**config.mk**
```make
export PLATFORM = sky130hd
export DESIGN_NAME = dmg_lcd_capture
export DESIGN_NICKNAME = d
export VERILOG_FILES = /design/src/rtl/dmg_lcd_capture.sv
export SDC_FILE = /design/constraint.sdc
export NUM_CORES = 1
export LEC_CHECK = 0
export BUFFER_PORTS_ARGS = -buffer_cell sky130_fd_sc_hd__buf_2
export CAP_MARGIN = 0
export CELL_PAD_IN_SITES_DETAIL_PLACEMENT = 0
export CELL_PAD_IN_SITES_GLOBAL_PLACEMENT = 1
export CORE_ASPECT_RATIO = 0.7
export CORE_MARGIN = 4
export CORE_UTILIZATION = 46
export CTS_CLUSTER_DIAMETER = 40
export DETAILED_ROUTE_END_ITERATION = 10
export GPL_TIMING_DRIVEN = 1
export PLACE_DENSITY = 0.89
export SLEW_MARGIN = 20
export SYNTH_ARGS = -nofsm -noshare
export SYNTH_HDL_FRONTEND = slang
export SYNTH_SLANG_ARGS = --single-unit
export TNS_END_PERCENT = 30
```
**constraint.sdc**
```tcl
create_clock -name clk_8m -period 2.1 [get_ports clk_8m]
set_input_delay 0.42 -clock clk_8m [delete_from_list [all_inputs] [get_ports clk_8m]]
set_output_delay 0.42 -clock clk_8m [all_outputs]
set_load 0.005 [all_outputs]
```
**src/rtl/dmg_lcd_capture.sv**
```systemverilog
// DMG LCD bus capture: synchronises the raw Game Boy LCD bus into clk_8m,
// rebuilds pixel x/y and writes each 2-bit pixel to the frame buffer.
// Optional feature: define DMG_CAPTURE_DOUBLE_BUF_EN for ping-pong banks.
module dmg_lcd_capture #(
  parameter int unsigned WIDTH       = 160,
  parameter int unsigned HEIGHT      = 144,
  parameter int unsigned ADDR_W      = 15,
  parameter int unsigned SYNC_STAGES = 2
) (
  input  logic              clk_8m,
  input  logic              rst_n,
  input  logic              lcd_cp,
  input  logic              lcd_hsync,
  input  logic              lcd_vsync,
  input  logic              lcd_d0,
  input  logic              lcd_d1,
  input  logic              err_clr,
  output logic              wr_en,
  output logic [ADDR_W-1:0] wr_addr,
  output logic [1:0]        wr_data,
  output logic              wr_bank,
  output logic              rd_bank,
  output logic              frame_done,
  output logic              frame_valid,
  output logic              sync_err
);

  // Fewer than two stages is not a synchroniser; clamp rather than fail.
  localparam int unsigned NSync = (SYNC_STAGES < 2) ? 2 : SYNC_STAGES;
  localparam int unsigned XW    = ($clog2(WIDTH) > 0) ? $clog2(WIDTH) : 1;
  localparam int unsigned YW    = $clog2(HEIGHT + 1);

  // Bit positions inside the packed bus vector.
  localparam int unsigned IdxCp = 0;
  localparam int unsigned IdxHs = 1;
  localparam int unsigned IdxVs = 2;
  localparam int unsigned IdxD0 = 3;
  localparam int unsigned IdxD1 = 4;

  typedef enum logic [1:0] {
    StWaitVsync,
    StLineWait,
    StPixels,
    StFrameEnd
  } state_e;

  logic [4:0]        sync_d [NSync];
  logic [4:0]        sync_q [NSync];
  logic [4:0]        prev_d, prev_q;
  logic [4:0]        bus;

  state_e            state_d, state_q;
  logic [XW-1:0]     x_d, x_q;
  logic [YW-1:0]     y_d, y_q;
  logic [ADDR_W-1:0] line_base_d, line_base_q;
  logic              wr_en_d, wr_en_q;
  logic [ADDR_W-1:0] wr_addr_d, wr_addr_q;
  logic [1:0]        wr_data_d, wr_data_q;
  logic              frame_done_d, frame_done_q;
  logic              frame_valid_d, frame_valid_q;
  logic              sync_err_d, sync_err_q;
  logic              wr_bank_d, wr_bank_q;
  logic              rd_bank_d, rd_bank_q;

  logic              cp_fall, hs_rise, hs_fall, vs_rise, hs_lvl;
  logic              err_set, line_end;

  // Synchroniser shift chain; all five lines travel together so data stays aligned with cp.
  always_comb begin
    sync_d[0] = {lcd_d1, lcd_d0, lcd_vsync, lcd_hsync, lcd_cp};
    for (int i = 1; i < int'(NSync); i++) begin
      sync_d[i] = sync_q[i-1];
    end
    bus    = sync_q[NSync-1];
    prev_d = bus;
  end

  // Synchroniser and edge-history registers.
  always_ff @(posedge clk_8m or negedge rst_n) begin
    if (!rst_n) begin
      for (int i = 0; i < int'(NSync); i++) begin
        sync_q[i] <= '0;
      end
      prev_q <= '0;
    end else begin
      for (int i = 0; i < int'(NSync); i++) begin
        sync_q[i] <= sync_d[i];
      end
      prev_q <= prev_d;
    end
  end

  // Edge detection on the synchronised copies.
  always_comb begin
    cp_fall = prev_q[IdxCp] & ~bus[IdxCp];
    hs_rise = ~prev_q[IdxHs] & bus[IdxHs];
    hs_fall = prev_q[IdxHs] & ~bus[IdxHs];
    vs_rise = ~prev_q[IdxVs] & bus[IdxVs];
    hs_lvl  = bus[IdxHs];
  end

  // Capture FSM: next state, position counters and write strobe.
  always_comb begin
    state_d       = state_q;
    x_d           = x_q;
    y_d           = y_q;
    line_base_d   = line_base_q;
    wr_en_d       = 1'b0;
    wr_addr_d     = wr_addr_q;
    wr_data_d     = wr_data_q;
    frame_done_d  = 1'b0;
    frame_valid_d = frame_valid_q;
    wr_bank_d     = wr_bank_q;
    rd_bank_d     = rd_bank_q;
    err_set       = 1'b0;
    line_end      = 1'b0;

    unique case (state_q)
      StWaitVsync: begin
        if (vs_rise) begin
          y_d         = '0;
          line_base_d = '0;
          state_d     = StLineWait;
        end
      end
      StLineWait: begin
        if (vs_rise) begin
          err_set = 1'b1;
        end else if (hs_fall) begin
          x_d     = '0;
          state_d = StPixels;
        end
      end
      StPixels: begin
        if (vs_rise) begin
          err_set = 1'b1;
        end else if (hs_rise) begin
          // Short line: drop the remainder but keep the line grid intact.
          err_set  = 1'b1;
          line_end = 1'b1;
        end else if (cp_fall && !hs_lvl) begin
          wr_en_d   = 1'b1;
          wr_addr_d = line_base_q + ADDR_W'(x_q);
          wr_data_d = {bus[IdxD1], bus[IdxD0]};
          if (x_q == XW'(WIDTH - 1)) begin
            line_end = 1'b1;
          end else begin
            x_d = x_q + 1'b1;
          end
        end
      end
      StFrameEnd: begin
        if (vs_rise) begin
          err_set = 1'b1;
        end else begin
          frame_done_d  = 1'b1;
          frame_valid_d = 1'b1;
`ifdef DMG_CAPTURE_DOUBLE_BUF_EN
          // rd_bank takes the bank just finished, i.e. ~wr_bank from here on.
          wr_bank_d = ~wr_bank_q;
          rd_bank_d = wr_bank_q;
`else
          wr_bank_d = 1'b0;
          rd_bank_d = 1'b0;
`endif
          state_d = StWaitVsync;
        end
      end
      default: state_d = StWaitVsync;
    endcase

    if (line_end) begin
      line_base_d = line_base_q + ADDR_W'(WIDTH);
      y_d         = y_q + 1'b1;
      state_d     = (y_q + 1'b1 == YW'(HEIGHT)) ? StFrameEnd : StLineWait;
    end

    // A vsync rise outside WAIT_VSYNC aborts the frame and restarts it.
    if (vs_rise && state_q != StWaitVsync) begin
      y_d         = '0;
      line_base_d = '0;
      state_d     = StLineWait;
    end
  end

  // Sticky error: a new error beats a simultaneous clear.
  always_comb begin
    sync_err_d = (sync_err_q & ~err_clr) | err_set;
  end

  // State and output registers.
  always_ff @(posedge clk_8m or negedge rst_n) begin
    if (!rst_n) begin
      state_q       <= StWaitVsync;
      x_q           <= '0;
      y_q           <= '0;
      line_base_q   <= '0;
      wr_en_q       <= 1'b0;
      wr_addr_q     <= '0;
      wr_data_q     <= '0;
      frame_done_q  <= 1'b0;
      frame_valid_q <= 1'b0;
      sync_err_q    <= 1'b0;
      wr_bank_q     <= 1'b0;
      rd_bank_q     <= 1'b0;
    end else begin
      state_q       <= state_d;
      x_q           <= x_d;
      y_q           <= y_d;
      line_base_q   <= line_base_d;
      wr_en_q       <= wr_en_d;
      wr_addr_q     <= wr_addr_d;
      wr_data_q     <= wr_data_d;
      frame_done_q  <= frame_done_d;
      frame_valid_q <= frame_valid_d;
      sync_err_q    <= sync_err_d;
      wr_bank_q     <= wr_bank_d;
      rd_bank_q     <= rd_bank_d;
    end
  end

  assign wr_en       = wr_en_q;
  assign wr_addr     = wr_addr_q;
  assign wr_data     = wr_data_q;
  assign frame_done  = frame_done_q;
  assign frame_valid = frame_valid_q;
  assign sync_err    = sync_err_q;
  assign wr_bank     = wr_bank_q;
  assign rd_bank     = rd_bank_q;

endmodule

```
==> results.yml, run 1 <==
worst_hold_path:
  hold_path.class: "in2async"
setup_path:
  cp_slowest_cell: "or4_1"
  crit_arrival_ns: 2.23
  crit_chain: "ha_1, and4_1, and4b_1, nor2_2, or4_1, o21ai_1"
  required_ns: 2.37
  cp-end-kind: "register"
  slowest_delay_ns: 0.52
  crit_fanout: 10
  cp-start-kind: "register"
  r2r_slack_ns: 0.14
  reg2reg_to: "state_q[1]"
  reg2reg_from: "x_q[1]"
  startpoint: "x_q[1]"
  crit_type: "reg2reg"
  ff2ff_path_depth: 6
timing:
  period_needed_ns: 1.96
  maxSlewViolCount: 0
  rsz0062_at_grt: "false"
  finClkSkew_ns: 0.00517
  setup_tns_ns: 0
  whs_ns: 0.0674
  setup_violations: 0
  hold_viol_final: 0
  worst_slew_pin_slew_ns: 0.539
  fin_crit_sh: 0.932
  fmax_mhz: 511
  relSlewSlack: 0.640
floorplanning:
  fp.coreArea_um2: 5900
  dieWidth_um: 102
  io_pins: 31
  die_h_um: 74.1
  fp-row-count: 23
  initial_core_util: 0.487
  dieArea_um2: 7600
global_route:
  grt_use_total: 0.155
  use_met3: 0.0722
  overflow: 0
  grt_max_degree: 63
  grt_antenna_before_repair: 0
  grt_use_met2: 0.231
  grt_pass1_vias: 1915
  gr-usage-met1: 0.201
  grt_busiest_layer: "met2"
  grt_pass1_wl_um: 8930
clock_tree:
  cts.sinks: 62
  clk_path_buf_depth: 2
  cts_tree: "done"
  h-tree-depth: 3
  clock_latency_ns: 0.35
  clk_pin_slew_ns: 0.07
  root_buffer: "clkbuf_8"
  cts_made_buffers: 9
  postCtsSetupRepairBufs: 0
final_layout:
  layout.nets: 315
  drive_above_1_share: 0.216
  antenna_cells: 0
  final_cell_area_um2: 3340
  syn_to_final_growth_pct: 16.0
place:
  hpwlAfterDp_um: 3610
  place_congestion: 0.802
  portBuffers: 28
  placement.cell_area_um2: 3110
synthesis:
  ys_async_sr_fraction: 1.00
  synthCells: 266
  syn-cell-area_um2: 2880
  synth_top_area_share: 0.540
  synth_xor_area_frac: 0.0731
  synth-edff-count: 0
  synth_area_leaders: "dfrtp_1, xor2_1, nand2_1, o21ai_0, ha_1"
  ys_seq_elements: 62
  avgSynthCellArea_um2: 10.8
  yosys.area_share.simple: 0.167
  synth_top_family_by_area: "simple AND/OR/NAND/NOR gates"
  post_synth_mux_area_share: 0.0309
  synthAdderAreaFrac: 0.0305
  synth_compound_area_frac: 0.128
  synth_area_leader_cell: "dfrtp_1"
  synth_cell_types: 45
  synth-main-ff-cell: "dfrtp_1"
  ys_seq_area_frac: 0.540
  synth_warnings: 0
outcome:
  outcome: "complete, no violations"
route:
  drt_iter0_markers: 87
  drc: 0
  wl_per_cell_um: 14.2
  drt_pre_antenna_iters: 4
  wl_um: 5380
  drtAntennaViolNets: 0
  vias: 2025
  routed_via_density: 5.33
pwr:
  p_total_mw: 2.88
  ir_drop_mv: 0.332
  power_density_nw_per_um2: 865
  leakagePower_nw: 1.60
job:
  cap_violations: 0
==> worst max-delay path: cells and delay by family, from the launching register on <==
family,cells,cell delay (ns)
flip-flops,1,0.41
AO/OA/AOI/OAI,1,0.12
AND/OR/NAND/NOR,4,1.12
adder cells (fa/ha/maj),1,0.23
==> per-stage QoR <==
step	std cells	setup WS (ns)	util
finish	380	0.143	0.565
global route	380	0.0180	0.565
CTS	380	0.111	0.565
detailed placement	364	0.157	0.527
global placement	364	0.184	0.527
floorplan	267	0.249	-
==> worst max path at each step <==
| stage | endpoint | depth (start not counted) |
|---|---|---|
| final | state_q[1] | 6 |
| after global placement | x_q[2] | 4 |
| after floorplan | line_base_q[11] | 8 |
| after global routing | x_q[2] | 4 |
| after detailed placement | x_q[2] | 4 |
| after CTS | state_q[1] | 6 |
==> where the power goes <==
part           switching [mW]  total, mW  internal, mW  leakage, nW
Sequential             0.0815       1.36          1.28        0.821
Clock                   0.473       1.17         0.695        0.108
Combinational           0.193      0.354         0.161        0.670
Total                   0.747       2.88          2.14         1.60
==> routing by layer <==
layer	vias to the layer above	part of all wire
met1	979	0.47
li1	1002	-
met3	8	0.055
met2	36	0.46
met4	0	0.012
met5	-	0
==> placed cells by master (no fill, tap or decap), types with 10 or more instances in the layout <==
| master | netlist | final |
|---|---|---|
| o21ai_0 | 20 | 20 |
| nand3_1 | 11 | 11 |
| dfrtp_1 | 62 | 61 |
| clkbuf_8 | 0 | 10 |
| nor2_1 | 20 | 20 |
| nand2_1 | 27 | 27 |
| buf_2 | 2 | 28 |
| xor2_1 | 21 | 21 |
==> synthesized netlist by cell type (all sizes together) (5+ instances only) <==
cell,instances
nand3,11
xor2,21
nor3,7
o2111ai,6
mux2,7
ha,7
dfrtp,62
a21oi,5
clkbuf,8
nor2,21
o21ai,21
nor2b,6
buf,6
nand2,27
==> cell type report <==
class | instances | area (um2)
fillers | 503 | 2560
flip-flops and latches | 62 | 1550
multi-input cells | 188 | 1240
repair buffers | 36 | 213
clock buffers | 10 | 138
well taps | 75 | 93.8
clock inverters | 6 | 85.1
inverters | 3 | 11.3
==> cell families (layout without fill, tap and decap cells) <==
kind of cell / Yosys count / after routing
and+or+nand+nor: 94 / 94
DFF: 62 / 62
AOI/OAI and AO/OA: 53 / 53
xor gates and xnor gates: 24 / 24
buffers and inverters: 17 / 55
muxes: 8 / 8
adders and majority gates: 7 / 7
other: 1 / 2
==> flip-flops by register name, indices dropped and copies added (netlist names), 3 cells and up <==
| register | count |
|---|---|
| line_base_q | 10 |
| x_q | 8 |
| y_q | 8 |
| prev_q | 3 |
| wr_addr | 15 |
| sync_d | 5 |
| bus | 5 |
==> what timing repair did <==
item	CTS	global route
hold buffers	0	0
hold endpoints to repair	0	0
setup endpoints to repair	0	3
resized for setup	0	1
(Power assumes the default switching activity.)
==> run 2: changes to the inputs <==
--- a/config.mk
+++ b/config.mk
@@ -12,12 +12,12 @@
 export CORE_ASPECT_RATIO = 0.7
 export CORE_MARGIN = 4
-export CORE_UTILIZATION = 46
+export CORE_UTILIZATION = 49
 export CTS_CLUSTER_DIAMETER = 40
 export DETAILED_ROUTE_END_ITERATION = 10
 export GPL_TIMING_DRIVEN = 1
-export PLACE_DENSITY = 0.89
+export PLACE_DENSITY = 0.93
 export SLEW_MARGIN = 20
 export SYNTH_ARGS = -nofsm -noshare
 export SYNTH_HDL_FRONTEND = slang
 export SYNTH_SLANG_ARGS = --single-unit
-export TNS_END_PERCENT = 30
+export TNS_END_PERCENT = 10
==> constraint.sdc (replaced) <==
create_clock -name clk_8m -period 2.3 [get_ports clk_8m]
set_input_delay 0.115 -clock clk_8m [delete_from_list [all_inputs] [get_ports clk_8m]]
set_output_delay 0.115 -clock clk_8m [all_outputs]
set_load 0.005 [all_outputs]
==> run 2 against run 1 <==
Compared with the run above:
- critical endpoint is now x_q[2]
- final cell count increased by 1.3%
- combinational power decreased by 11%
- critical path type unchanged
- cell area increased by 0.49%
- clock skew increased by 0.0017 ns
- largest power group unchanged
- power decreased by 13%
- first-iteration DRC count unchanged
==> results.yml, run 2 (synthesis gave the netlist of run 1 again) <==
floorplanning:
  fp-row-count: 23
  die_h_um: 72.1
  initial_core_util: 0.505
  fp.coreArea_um2: 5700
  dieWidth_um: 99.6
  io_pins: 31
  dieArea_um2: 7180
timing:
  period_needed_ns: 2.03
  worst_slew_pin_slew_ns: 0.555
  whs_ns: 0.241
  maxSlewViolCount: 0
  fin_crit_sh: 0.881
  setup_violations: 0
  rsz0062_at_grt: "false"
  fmax_mhz: 493
  relSlewSlack: 0.629
  setup_tns_ns: 0
  hold_viol_final: 0
  finClkSkew_ns: 0.00686
worst_hold_path:
  hold_path.class: "in2async"
setup_path:
  cp-end-kind: "register"
  crit_type: "reg2reg"
  cp-start-kind: "register"
  reg2reg_from: "bus[1]"
  required_ns: 2.53
  reg2reg_to: "x_q[2]"
  crit_arrival_ns: 2.26
  r2r_slack_ns: 0.27
  crit_fanout: 15
  ff2ff_path_depth: 4
place:
  place_congestion: 0.813
  dp_cells: 362
  placement.cell_area_um2: 3080
  portBuffers: 28
  hpwlAfterDp_um: 3680
pwr:
  leakagePower_nw: 1.61
  ir_drop_mv: 0.327
  power_density_nw_per_um2: 747
  p_total_mw: 2.50
clock_tree:
  cts_tree: "done"
  cts.sinks: 62
  cts_made_buffers: 9
  root_buffer: "clkbuf_8"
  clock_latency_ns: 0.35
  clk_pin_slew_ns: 0.07
  h-tree-depth: 3
  clk_path_buf_depth: 2
route:
  wl_um: 5340
  drt_iter0_markers: 87
  wl_per_cell_um: 13.9
  drtAntennaViolNets: 0
  drt_pre_antenna_iters: 4
  routed_via_density: 5.30
  vias: 2039
  drc: 0
final_layout:
  layout.nets: 320
  drive_above_1_share: 0.203
  mostFrequentLayoutCell: "dfrtp_1"
  final_cell_mix: "dfrtp_1, buf_2, nand2_1"
  syn_to_final_growth_pct: 16.6
  largest_reg_flops: 15
  final_cells: 385
  final_cell_area_um2: 3350
  antenna_cells: 0
global_route:
  overflow: 0
  gr-usage-met1: 0.227
  grt_use_met2: 0.244
  grt_busiest_layer: "met2"
  grt_pass1_wl_um: 9370
  grt_max_degree: 27
  grt_use_total: 0.168
  grt_antenna_before_repair: 0
  use_met3: 0.0711
  grt_pass1_vias: 1944
job:
  cap_violations: 0
outcome:
  outcome: "complete, no violations"
-- run 2: changes by cell type in the layout (fill, tap and decap cells not counted), sizes merged --
| cell | before | now |
|---|---|---|
| buf | 36 | 34 |
| dlygate4sd3 | 0 | 7 |
| inv | 3 | 4 |
| clkinvlp | 2 | 1 |
| clkbuf | 10 | 9 |
| clkinv | 2 | 4 |
| bufinv | 2 | 1 |
-- run 2: per-stage QoR --
| stage | worst slack [ns] | util |
|---|---|---|
| finish | 0.273 | 0.588 |
| detailed placement | 0.277 | 0.541 |
| CTS | 0.270 | 0.588 |
| floorplan | 0.449 | - |
| global route | 0.104 | 0.588 |
| global placement | 0.348 | 0.541 |
-- run 2: critical path, stage by stage (launching register included) --
cell and delay [ns]:
dfrtp_1 0.45, and4bb_4 0.30, a2111oi_4 0.45, nand2b_1 0.30, a221o_1 0.41
-- run 2: cell type report --
class / count / area [um2]
flip-flops and latches: 62 / 1550
fillers: 490 / 2350
clock buffers: 9 / 124
multi-input cells: 188 / 1240
well taps: 75 / 93.8
inverters: 3 / 11.3
clock inverters: 7 / 73.8
repair buffers: 41 / 255
-- run 2: what timing repair did --
item,4_1_cts,5_1_grt
buffers inserted,0,0
hold buffers,7,0
endpoints found under the hold margin,25,0
gates resized for setup,0,0
-- run 2: worst max-delay path by stage --
stage	from	endpoint	slack (ns)
after CTS	bus[1]	x_q[2]	0.27
after global placement	state_q[1]	x_q[2]	0.35
after global routing	x_q[0]	state_q[1]	0.10
after floorplan	x_q[0]	line_base_q[11]	0.45
final	bus[1]	x_q[2]	0.27
after detailed placement	bus[1]	x_q[2]	0.28
-- run 2: layer usage --
metal  up-vias  part of all wire
met5         -                 0
met4         0             0.014
met3         8             0.048
met2        43              0.44
met1       973              0.50
li1       1015                 -
-- run 2: power by group --
part	total (mW)	switching [mW]	internal, mW
Clock	0.943	0.441	0.503
Sequential	1.24	0.0764	1.17
Combinational	0.315	0.172	0.143
